**src/rtl/trng_pkg.sv**
```systemverilog
// Shared types and sizing helpers for the TRNG request arbiter.
// Optional health test is enabled with the TRNG_HEALTH_EN macro (see trng_req_arbiter.sv).
package trng_pkg;

    // Width of one TRNG sample.
    localparam int BYTE_W = 8;

    // Arbiter sequencing: discard warm-up samples, serve requesters, or hold off after a health trip.
    typedef enum logic [1:0] {
        ST_WARMUP = 2'd0,
        ST_RUN    = 2'd1,
        ST_FAIL   = 2'd2
    } state_t;

    // Bits needed to count 0..n-1; never less than one bit.
    // Used to size the decimation counter, warm-up counter, round-robin pointer and repetition counter.
    function automatic int cnt_w(input int n);
        return (n <= 2) ? 1 : $clog2(n);
    endfunction

endpackage

```
**src/rtl/trng_rr_arbiter.sv**
```systemverilog
// Round-robin select: picks the first set request at or after the pointer, wrapping modulo NUM_REQ.
// Purely combinational; the parent registers the grant and advances the pointer.
module trng_rr_arbiter
    import trng_pkg::*;
#(
    parameter  int NUM_REQ = 4,
    localparam int PTR_W   = cnt_w(NUM_REQ)
) (
    input  logic [NUM_REQ-1:0] i_req,
    input  logic [PTR_W-1:0]   i_rr_ptr,
    output logic [NUM_REQ-1:0] o_onehot,
    output logic [PTR_W-1:0]   o_idx,
    output logic               o_any
);

    logic [NUM_REQ-1:0] w_rot;
    logic [PTR_W-1:0]   w_off;
    logic [PTR_W:0]     w_sum;
    logic               w_any;

    // Rotate so the pointer position lands on bit 0.
    assign w_rot = NUM_REQ'({i_req, i_req} >> i_rr_ptr);

    // Lowest set bit of the rotated vector is the nearest requester at or after the pointer.
    always_comb begin
        // NOTE: defaults first so every path assigns every output and no latch is inferred.
        w_off = '0;
        w_any = 1'b0;
        for (int k = NUM_REQ - 1; k >= 0; k--) begin
            if (w_rot[k]) begin
                w_off = PTR_W'(k);
                w_any = 1'b1;
            end
        end
    end

    // Undo the rotation: winner = (pointer + offset) mod NUM_REQ.
    assign w_sum    = {1'b0, i_rr_ptr} + {1'b0, w_off};
    assign o_idx    = (w_sum >= (PTR_W+1)'(NUM_REQ)) ? PTR_W'(w_sum - (PTR_W+1)'(NUM_REQ))
                                                     : PTR_W'(w_sum);
    assign o_any    = w_any;
    assign o_onehot = w_any ? (NUM_REQ'(1) << o_idx) : '0;

endmodule

```
**src/rtl/trng_req_arbiter.sv**
```systemverilog
// Shares decimated TRNG samples among NUM_REQ requesters, one sample per grant, round-robin.
// A warm-up window of samples is discarded after reset.
// Define TRNG_HEALTH_EN to add a repetition-count health test with a sticky failure state.
module trng_req_arbiter
    import trng_pkg::*;
#(
    parameter int NUM_REQ        = 4,
    parameter int SAMPLE_DIV     = 8,
    parameter int WARMUP_SAMPLES = 16,
    parameter int REP_LIMIT      = 4
) (
    input  logic               clk,
    input  logic               rst,
    input  logic [BYTE_W-1:0]  trng_byte,
    input  logic [NUM_REQ-1:0] req,
    output logic [NUM_REQ-1:0] gnt,
    output logic [BYTE_W-1:0]  rnd_data,
    output logic               rnd_valid,
    output logic               ready,
    output logic               health_fail,
    input  logic               health_clr
);

    localparam int DIV_W  = cnt_w(SAMPLE_DIV);
    localparam int WARM_W = cnt_w(WARMUP_SAMPLES);
    localparam int PTR_W  = cnt_w(NUM_REQ);

    localparam logic [DIV_W-1:0]  DIV_LAST  = DIV_W'(SAMPLE_DIV - 1);
    localparam logic [WARM_W-1:0] WARM_LAST = WARM_W'(WARMUP_SAMPLES - 1);
    localparam logic [PTR_W-1:0]  PTR_LAST  = PTR_W'(NUM_REQ - 1);

    state_t              r_state;
    logic [DIV_W-1:0]    r_div_cnt;
    logic [WARM_W-1:0]   r_warm_cnt;
    logic [PTR_W-1:0]    r_rr_ptr;
    logic [BYTE_W-1:0]   r_hold;
    logic                r_fresh;
    logic [NUM_REQ-1:0]  r_gnt;
    logic                r_rnd_valid;
    logic [BYTE_W-1:0]   r_rnd_data;
    logic                r_ready;

    logic                w_strobe;
    logic [NUM_REQ-1:0]  w_onehot;
    logic [PTR_W-1:0]    w_idx;
    logic                w_any;
    logic [PTR_W-1:0]    w_ptr_next;

`ifdef TRNG_HEALTH_EN
    localparam int             REP_W    = cnt_w(REP_LIMIT);
    localparam logic [REP_W-1:0] REP_TRIP = REP_W'(REP_LIMIT - 2);

    logic                r_health_fail;
    logic [REP_W-1:0]    r_rep_cnt;
    logic [BYTE_W-1:0]   r_prev_sample;
    logic                w_rep_match;
    logic                w_trip;

    // A trip happens on the strobe that makes REP_LIMIT identical samples in a row.
    assign w_rep_match = (trng_byte == r_prev_sample);
    assign w_trip      = w_strobe && (r_state != ST_FAIL) && w_rep_match && (r_rep_cnt == REP_TRIP);
    assign health_fail = r_health_fail;
`else
    // Health test absent: no failure is ever reported and the clear input has no effect.
    logic w_unused;
    assign w_unused    = &{1'b0, health_clr, REP_LIMIT[0]};
    assign health_fail = 1'b0;
`endif

    assign w_strobe   = (r_div_cnt == DIV_LAST);
    assign w_ptr_next = (w_idx == PTR_LAST) ? '0 : w_idx + 1'b1;

    trng_rr_arbiter #(
        .NUM_REQ (NUM_REQ)
    ) u_rr (
        .i_req    (req),
        .i_rr_ptr (r_rr_ptr),
        .o_onehot (w_onehot),
        .o_idx    (w_idx),
        .o_any    (w_any)
    );

    // Decimation, sample capture, state sequencing and registered grant outputs.
    always_ff @(posedge clk) begin
        // NOTE: non-blocking assignments throughout, so every branch reads pre-edge state.
        if (rst) begin
            r_state     <= ST_WARMUP;
            r_div_cnt   <= '0;
            r_warm_cnt  <= '0;
            r_rr_ptr    <= '0;
            r_hold      <= '0;
            r_fresh     <= 1'b0;
            r_gnt       <= '0;
            r_rnd_valid <= 1'b0;
            r_rnd_data  <= '0;
            r_ready     <= 1'b0;
`ifdef TRNG_HEALTH_EN
            r_health_fail <= 1'b0;
            r_rep_cnt     <= '0;
            r_prev_sample <= '0;
`endif
        end else begin
            r_div_cnt   <= w_strobe ? '0 : r_div_cnt + 1'b1;
            r_gnt       <= '0;
            r_rnd_valid <= 1'b0;

            // A new sample replaces any unconsumed one.
            if (w_strobe) begin
                r_hold  <= trng_byte;
                r_fresh <= 1'b1;
            end

            case (r_state)
                ST_WARMUP: begin
                    r_ready <= 1'b0;
                    if (w_strobe) begin
                        if (r_warm_cnt == WARM_LAST) begin
                            // The last warm-up sample is discarded along with the rest.
                            r_state    <= ST_RUN;
                            r_ready    <= 1'b1;
                            r_fresh    <= 1'b0;
                            r_warm_cnt <= '0;
                        end else begin
                            r_warm_cnt <= r_warm_cnt + 1'b1;
                        end
                    end
                end
                ST_RUN: begin
                    r_ready <= 1'b1;
                    if (r_fresh && w_any) begin
                        r_gnt       <= w_onehot;
                        r_rnd_valid <= 1'b1;
                        r_rnd_data  <= r_hold;
                        r_rr_ptr    <= w_ptr_next;
                        // A sample landing on the same edge stays pending for the next grant.
                        if (!w_strobe) begin
                            r_fresh <= 1'b0;
                        end
                    end
                end
                ST_FAIL: begin
                    r_ready <= 1'b0;
`ifdef TRNG_HEALTH_EN
                    if (health_clr) begin
                        r_state       <= ST_WARMUP;
                        r_health_fail <= 1'b0;
                        r_warm_cnt    <= '0;
                        r_rep_cnt     <= '0;
                    end
`endif
                end
                default: begin
                    r_state <= ST_WARMUP;
                    r_ready <= 1'b0;
                end
            endcase

`ifdef TRNG_HEALTH_EN
            if (w_strobe && (r_state != ST_FAIL)) begin
                r_prev_sample <= trng_byte;
                r_rep_cnt     <= w_rep_match ? r_rep_cnt + 1'b1 : '0;
            end
            // Placed after the state case so a trip overrides any grant or warm-up exit on this edge.
            if (w_trip) begin
                r_state       <= ST_FAIL;
                r_health_fail <= 1'b1;
                r_ready       <= 1'b0;
                r_fresh       <= 1'b0;
                r_gnt         <= '0;
                r_rnd_valid   <= 1'b0;
                r_rnd_data    <= r_rnd_data;
                r_rr_ptr      <= r_rr_ptr;
            end
`endif
        end
    end

    assign gnt       = r_gnt;
    assign rnd_valid = r_rnd_valid;
    assign rnd_data  = r_rnd_data;
    assign ready     = r_ready;

endmodule

```
**config.mk**
```make
export PLATFORM = sky130hd
export DESIGN_NAME = trng_req_arbiter
export DESIGN_NICKNAME = d
export VERILOG_FILES = /design/src/rtl/trng_pkg.sv /design/src/rtl/trng_rr_arbiter.sv /design/src/rtl/trng_req_arbiter.sv
export SDC_FILE = /design/constraint.sdc
export NUM_CORES = 1
export LEC_CHECK = 0
export BUFFER_PORTS_ARGS = -buffer_cell sky130_fd_sc_hd__buf_2
export CORE_ASPECT_RATIO = 0.7
export CORE_MARGIN = 5
export CORE_UTILIZATION = 30
export CTS_CLUSTER_DIAMETER = 60
export DETAILED_ROUTE_END_ITERATION = 6
export PLACE_DENSITY = 0.53
export SLEW_MARGIN = 20
export SYNTH_ARGS = -nofsm -noshare
export SYNTH_HDL_FRONTEND = slang
export SYNTH_SLANG_ARGS = --single-unit
```
**constraint.sdc**
```tcl
create_clock -name clk -period 4.71 [get_ports clk]
set_clock_uncertainty 0.05 [all_clocks]
set_input_delay 0.471 -clock clk [delete_from_list [all_inputs] [get_ports clk]]
set_output_delay 0.471 -clock clk [all_outputs]
set_load 0.1 [all_outputs]
```
==> qor.log, run 1 <==
qor: outcome.status completed
qor: route.post-route-drc-count 0
qor: placement.port_buffers 27
qor: critical_path.timing.critical_path.from_type flop
qor: die.rows 20
qor: placement.detailedPlacementHpwl 1949 um
qor: global_route.first_global_vias 1,140
qor: timing.hold_violations 0
qor: pwr.power_per_cell_area 321.1 nW/um^2
qor: cts.path_clk_slew 0.06 ns
qor: cts.clk_latency 0.28 ns
qor: logic_synthesis.synth_cell_types 35
qor: worst_hold_path.min-delay-path-class in2reg
qor: die.io_pins 30
qor: logic_synthesis.synth.yosys.seq_area_share 47.27%
qor: run.cap_violations 0
qor: logic_synthesis.post_synthesis_average_cell_area 9.507 um^2
qor: logic_synthesis.synthCells 147
qor: die.die_height 67.11 um
qor: timing.unrepaired_setup_endpoints_after_global_routing false
qor: critical_path.crit_path_cell_trace nor3_1 -> a311oi_1 -> o21ai_0 -> ha_1 -> xnor2_1 -> xnor2_1 -> or3_1 -> a21oi_1
qor: cts.cts_buffers 5
qor: critical_path.critical_path.top_delay_family flip-flops
qor: logic_synthesis.yosysWarningCount 0
qor: finish.number_of_filler_cells_placed_in_the_layout 447
qor: logic_synthesis.yosys-top-cells-count sky130_fd_sc_hd__dfxtp_1, sky130_fd_sc_hd__nor2_1, sky130_fd_sc_hd__mux2i_1
qor: critical_path.worstRegToRegCells 8
qor: route.route.detailed.wl_per_inst 11.98 um
qor: worst_hold_path.holdCritStartpoint trng_byte[7]
qor: timing.final-max-slew-violation-count 0
qor: critical_path.cpMostUsedCell sky130_fd_sc_hd__xnor2_1
qor: timing.maxClockFrequency 440.0 MHz
qor: global_route.gr-total-overflow 0
qor: finish.drive_above_1_share 22.35%
qor: cts.numClockSinks 33
qor: cts.post_cts_resized 0
qor: route.detail_route.iter0.violations 163
qor: placement.gpl.final_weighted_congestion 0.7379
qor: critical_path.critPathBufInv 0
qor: worst_hold_path.hold_ep r_hold[7]$_SDFFE_PP0P_
qor: finish.antenna_cells 0
qor: timing.tightest_slew 0.7868 ns
qor: die.die_width 91.58 um
qor: die.dieArea 6145 um^2
qor: die.core_box_area 4429 um^2
qor: timing.maxSlewHeadroom 47.40%
qor: global_route.grt_first_pass_wirelength 4830 um
qor: pwr.power.ir.vdd_worst 158.7 uV
qor: critical_path.critical_path_class reg2reg
qor: cts.cts-htree-levels 2
qor: logic_synthesis.netlist_top_cells_area sky130_fd_sc_hd__dfxtp_1, sky130_fd_sc_hd__mux2i_1, sky130_fd_sc_hd__nor2_1, sky130_fd_sc_hd__ha_1, sky130_fd_sc_hd__a21oi_1
qor: critical_path.worst_setup_path_end_kind flop
qor: critical_path.timing.critical_path.slowest_stage_cell sky130_fd_sc_hd__dfxtp_1
qor: critical_path.cp.arrival 2.43 ns
qor: pwr.post-layout-total-power 521.1 uW
qor: logic_synthesis.yosys.cell_count.top_type sky130_fd_sc_hd__dfxtp_1
qor: critical_path.crit_required 4.87 ns
qor: cts.post_cts.repair.setup_buffers 0
qor: critical_path.reg2reg_slack 2.44 ns
qor: route.final_antenna_net_count 0
qor: finish.relative_area_change_from_synthesis_to_final_layout 16.11%
qor: cts.clk_root_buffer_cell sky130_fd_sc_hd__clkbuf_8
qor: cts.clk_path_buf_depth 2
qor: timing.timing.final.crit_period 2.273 ns
qor: logic_synthesis.synth_async_sr_flop_share 0%
qor: global_route.groute.usage.overall 10.08%
qor: critical_path.critical-path-max-stage-delay 0.57 ns
qor: cts.tritoncts_clock_tree built
qor: die.floorplan.initialDensity 31.55%
qor: worst_hold_path.hold-path-cell-count 3
qor: logic_synthesis.yosysTopAreaCell sky130_fd_sc_hd__dfxtp_1
qor: logic_synthesis.ys_dominant_reg_cell sky130_fd_sc_hd__dfxtp_1
qor: finish.nNetsFinal 189
qor: logic_synthesis.ys_seq_elements 33
qor: route.drtPass1Iterations 4
qor: logic_synthesis.post_synth_edffs 0
qor: route.via_density_per_instance 4.813
qor: global_route.grt_max_degree 32
qor: timing.finalSetupTns 0 ns
qor: cts.hold_buffers 0
qor: timing.timing.final.crit_share 48.25%
qor: route.vias 1,083
qor: critical_path.reg2reg_launch_point r_rr_ptr[0]$_SDFFE_PP0P_
qor: logic_synthesis.synth_top_area_share 47.27%
qor: logic_synthesis.synthesis.nets 166
qor: timing.timing.final.setup_violations 0
qor: route.wirelength 2696 um
qor: logic_synthesis.synth.cell_area 1398 um^2
qor: critical_path.worstPathMaxFanout 12
qor: critical_path.worstReg2RegEnd r_rr_ptr[1]$_SDFFE_PP0P_
qor: pwr.power_leakage 0.7359 nW
qor: global_route.antenna_violations_before_repair 0
## flip-flops by register name (all words and copies together), names as in the netlist, named ones only
register    count
gnt             4
r_div_cnt       3
r_hold          8
r_rr_ptr        2
r_state         1
r_warm_cnt      4
ready           1
rnd_data        8
rnd_valid       1
## final cells by class
cell class / instances / area [um^2] / share of cell area (%)
Clock buffer: 7 / 86.33 / 5.320
Inverter: 2 / 7.507 / 0.4626
Multi-Input combinational cell: 101 / 664.4 / 40.94
Sequential cell: 33 / 660.6 / 40.71
Tap cell: 55 / 68.82 / 4.241
Timing Repair Buffer: 27 / 135.1 / 8.327
## worst register-to-register path: cells and delay by family (launching register included)
| family | cells | cell delay (ns) |
|---|---|---|
| DFF | 1 | 0.57 |
| AOI/OAI and AO/OA | 3 | 0.49 |
| and+or+nand+nor | 2 | 0.43 |
| adders and majority gates | 1 | 0.36 |
| xor gates and xnor gates | 2 | 0.30 |
## power breakdown
group | switching (mW) | internal, mW
Clock | 0.0899 | 0.116
Combinational | 0.0201 | 0.0126
Sequential | 0.00108 | 0.282
Total | 0.111 | 0.410
## routing by layer
layer,wire length (um),vias up,track usage [%]
met4,24,0,3.947
met3,162,2,4.289
li1,-,545,-
met2,1231,24,17.83
met1,1278,512,10.80
met5,0,-,0
## metrics by stage
step,cells,hold WS (ns),instance area [um^2],setup WS [ns],util (%)
6_report,225,0.3811,1623,2.437,36.64
5_1_grt,225,0.4041,1623,2.227,36.64
4_1_cts,225,0.3679,1623,2.431,36.64
3_5_place_dp,218,0.3784,1536,2.348,34.69
3_3_place_gp,218,0.3627,1536,2.425,34.69
2_1_floorplan,147,0.3543,1398,2.509,-
## placed cells by master, fill, tap and decap left out, types with 4 or more instances in the layout
master / synthesis / layout
sky130_fd_sc_hd__nor3_1: 4 / 4
sky130_fd_sc_hd__buf_2: 1 / 27
sky130_fd_sc_hd__dfxtp_1: 33 / 33
sky130_fd_sc_hd__clkbuf_8: 0 / 6
sky130_fd_sc_hd__a21oi_1: 8 / 8
sky130_fd_sc_hd__and3_1: 4 / 4
sky130_fd_sc_hd__ha_1: 4 / 4
sky130_fd_sc_hd__nand2_1: 6 / 6
sky130_fd_sc_hd__nor2_1: 29 / 29
sky130_fd_sc_hd__mux2i_1: 16 / 16
## kinds of logic after synthesis
logic type      synth area share [%]
simple gates                   19.16
other cells                   0.2683
buf+inv                        5.193
compound gates                 8.774
fa+ha+maj                      3.581
mux                            11.46
xor+xnor                       4.298
flops                          47.27
## how the worst max path moves through the flow
stage,from,to,depth (start not counted)
floorplan,req[2],r_rr_ptr[1]$_SDFFE_PP0P_,8
global placement,req[2],r_rr_ptr[1]$_SDFFE_PP0P_,8
detailed placement,req[3],r_rr_ptr[1]$_SDFFE_PP0P_,9
CTS,r_rr_ptr[0]$_SDFFE_PP0P_,r_rr_ptr[1]$_SDFFE_PP0P_,8
global route,r_rr_ptr[0]$_SDFFE_PP0P_,r_rr_ptr[1]$_SDFFE_PP0P_,8
finish,r_rr_ptr[0]$_SDFFE_PP0P_,r_rr_ptr[1]$_SDFFE_PP0P_,8
Power figures use the tool's default switching activity.
==> inputs of run 2 (changes only) <==
==> constraint.sdc (replaced) <==
create_clock -name clk -period 2.3 [get_ports clk]
set_clock_uncertainty 0.05 [all_clocks]
set_input_delay 0.23 -clock clk [delete_from_list [all_inputs] [get_ports clk]]
set_output_delay 0.23 -clock clk [all_outputs]
set_load 0.1 [all_outputs]
==> qor.log, run 2 (synthesis gave the netlist of run 1 again) <==
qor: finish.most-common-layout-cells sky130_fd_sc_hd__dfxtp_1, sky130_fd_sc_hd__nor2_1, sky130_fd_sc_hd__buf_2, sky130_fd_sc_hd__mux2i_1, sky130_fd_sc_hd__a21oi_1
qor: cts.numClockSinks 33 [unchanged]
qor: critical_path.worstPathMaxFanout 9 [-3]
qor: worst_hold_path.hold_ep r_hold[7]$_SDFFE_PP0P_
qor: pwr.power_per_cell_area 718.6 nW/um^2 [+120%]
qor: global_route.gr-total-overflow 0 [unchanged]
qor: route.drtPass1Iterations 4 [unchanged]
qor: finish.drive_above_1_share 25.71% [+3.4 points]
qor: die.floorplan.initialDensity 31.55% [unchanged]
qor: global_route.grt_first_pass_wirelength 5285 um [+9.4%]
qor: route.route.detailed.wl_per_inst 12.26 um [+2.3%]
qor: placement.dpl_worst_slack 0.1625 ns [-2.185 ns]
qor: run.cap_violations 0 [unchanged]
qor: finish.number_of_filler_cells_placed_in_the_layout 439 [-1.8%]
qor: cts.path_clk_slew 0.07 ns [about the same]
qor: die.die_height 67.11 um [unchanged]
qor: cts.post_cts.repair.setup_buffers 0 [unchanged]
qor: critical_path.worstRegToRegCells 9 [+1]
qor: cts.clk_root_buffer_cell sky130_fd_sc_hd__clkbuf_8
qor: die.core_box_area 4429 um^2 [unchanged]
qor: global_route.antenna_violations_before_repair 0 [unchanged]
qor: route.detail_route.iter0.violations 24 [-85%]
qor: timing.final-max-slew-violation-count 0 [unchanged]
qor: pwr.power_leakage 0.7696 nW [+4.6%]
qor: global_route.first_global_vias 1,204 [+5.6%]
qor: finish.relative_area_change_from_synthesis_to_final_layout 20.77%
qor: worst_hold_path.holdCritStartpoint trng_byte[7]
qor: timing.maxSlewHeadroom 62.58% [+15 points]
qor: route.post-route-drc-count 0 [unchanged]
qor: route.vias 1,074 [-0.83%]
qor: critical_path.worst_setup_path_end_kind flop
qor: critical_path.reg2reg_launch_point r_rr_ptr[0]$_SDFFE_PP0P_
qor: placement.gpl.final_weighted_congestion 0.7445 [+0.89%]
qor: die.die_width 91.58 um [unchanged]
qor: critical_path.critical_path_class reg2reg
qor: cts.cts-htree-levels 2 [unchanged]
qor: route.final_antenna_net_count 0 [unchanged]
qor: die.io_pins 30 [unchanged]
qor: die.dieArea 6145 um^2 [unchanged]
qor: timing.finalSetupTns 0 ns [unchanged]
qor: critical_path.crit_required 2.46 ns [-2.41 ns]
qor: critical_path.reg2reg_slack 0.21 ns [-2.23 ns]
qor: placement.port_buffers 27 [unchanged]
qor: pwr.power.ir.vdd_worst 347.4 uV [+120%]
qor: worst_hold_path.min-delay-path-class in2reg
qor: critical_path.worstSetupStartpoint r_rr_ptr[0]$_SDFFE_PP0P_
qor: cts.clk_path_buf_depth 2 [unchanged]
qor: finish.final_common_cell sky130_fd_sc_hd__dfxtp_1
qor: critical_path.timing.critical_path.from_type flop
qor: timing.maxClockFrequency 477.8 MHz [+8.6%]
qor: global_route.groute.usage.overall 10.97% [+0.90 points]
qor: critical_path.worstReg2RegEnd r_rr_ptr[1]$_SDFFE_PP0P_
qor: worst_hold_path.hold-path-cell-count 3 [unchanged]
qor: cts.clk_latency 0.28 ns [about the same]
qor: timing.timing.final.ws_setup 0.2072 ns [-2.230 ns]
qor: timing.timing.final.setup_violations 0 [unchanged]
qor: critical_path.cp.arrival 2.25 ns [-0.18 ns]
qor: cts.tritoncts_clock_tree built
qor: placement.detailedPlacementHpwl 2102 um [+7.9%]
qor: global_route.grt_max_degree 32 [unchanged]
qor: pwr.post-layout-total-power 1.213 mW [+130%]
qor: timing.tightest_slew 0.5614 ns [-0.2254 ns]
qor: timing.unrepaired_setup_endpoints_after_global_routing false
qor: finish.nNetsFinal 193 [+2.1%]
qor: route.via_density_per_instance 4.670 [-3.0%]
qor: outcome.status completed
qor: route.wirelength 2819 um [+4.6%]
qor: die.rows 20 [unchanged]
qor: cts.cts_buffers 5 [unchanged]
qor: finish.antenna_cells 0 [unchanged]
qor: timing.timing.final.crit_share 90.99% [+43 points]
qor: timing.hold_violations 0 [unchanged]
qor: timing.timing.final.crit_period 2.093 ns [-0.1797 ns]
==> run 2: changes by cell type in the layout (fill, tap and decap cells not counted), sizes merged <==
| cell | delta |
|---|---|
| buf | +4 |
| bufinv | +1 |
| clkbuf | -1 |
| clkinvlp | +1 |
==> run 2: per-stage QoR <==
step,area (um^2),util [%],hold slack [ns],instances
after floorplan,1398,-,0.2678,147
after global placement,1567,35.37,0.3627,222
after detailed placement,1567,35.37,0.3692,222
after CTS,1687,38.08,0.1239,230
after global routing,1688,38.11,0.1628,230
final,1688,38.11,0.1341,230
==> run 2: timing repair <==
action | CTS | global route
setup endpoints to repair | 0 | 1
gates resized for setup | 0 | 1
hold buffers | 0 | 0
endpoints found under the hold margin | 0 | 0
==> run 2: metal layers <==
metal  GRT usage (%)  vias up  wire length [um]
li1                -      554                 -
met1           12.63      491              1323
met2           18.38       23              1311
met3           4.176        6               142
met4           4.887        0                41
met5               0        -                 0
==> run 2: how the worst max path moves through the flow <==
stage,slack (ns),cells past startpoint,end
after floorplan,0.25,8,r_rr_ptr[1]$_SDFFE_PP0P_
after global placement,0.23,9,r_rr_ptr[1]$_SDFFE_PP0P_
after detailed placement,0.16,9,r_rr_ptr[1]$_SDFFE_PP0P_
after CTS,0.13,9,r_rr_ptr[1]$_SDFFE_PP0P_
after global routing,0.003,9,r_rr_ptr[1]$_SDFFE_PP0P_
final,0.21,9,r_rr_ptr[1]$_SDFFE_PP0P_
==> run 2: worst max-delay path, stage by stage, from the launching register on <==
cell	delay, ns
sky130_fd_sc_hd__dfxtp_2	0.38
sky130_fd_sc_hd__buf_4	0.17
sky130_fd_sc_hd__nor4_1	0.26
sky130_fd_sc_hd__a21oi_1	0.05
sky130_fd_sc_hd__o21ai_0	0.09
sky130_fd_sc_hd__ha_1	0.28
sky130_fd_sc_hd__xnor2_1	0.15
sky130_fd_sc_hd__xnor2_1	0.13
sky130_fd_sc_hd__or3_1	0.31
sky130_fd_sc_hd__a21oi_1	0.15
==> run 2: cell type report <==
cell class                 count  area [um^2]  area share (%)
clock buffer                   6        82.58           4.893
clock inverter                 2        37.54           2.224
inverter                       2        7.507          0.4448
multi-input combinational    101        664.4           39.36
sequential                    33        661.9           39.21
tap                           55        68.82           4.077
timing repair buffer          31        165.2           9.785
==> run 2: power breakdown <==
part	switching, mW	internal [mW]	total, mW
registers	0.00221	0.577	0.579
logic	0.0413	0.0271	0.0683
clock network	0.214	0.352	0.566
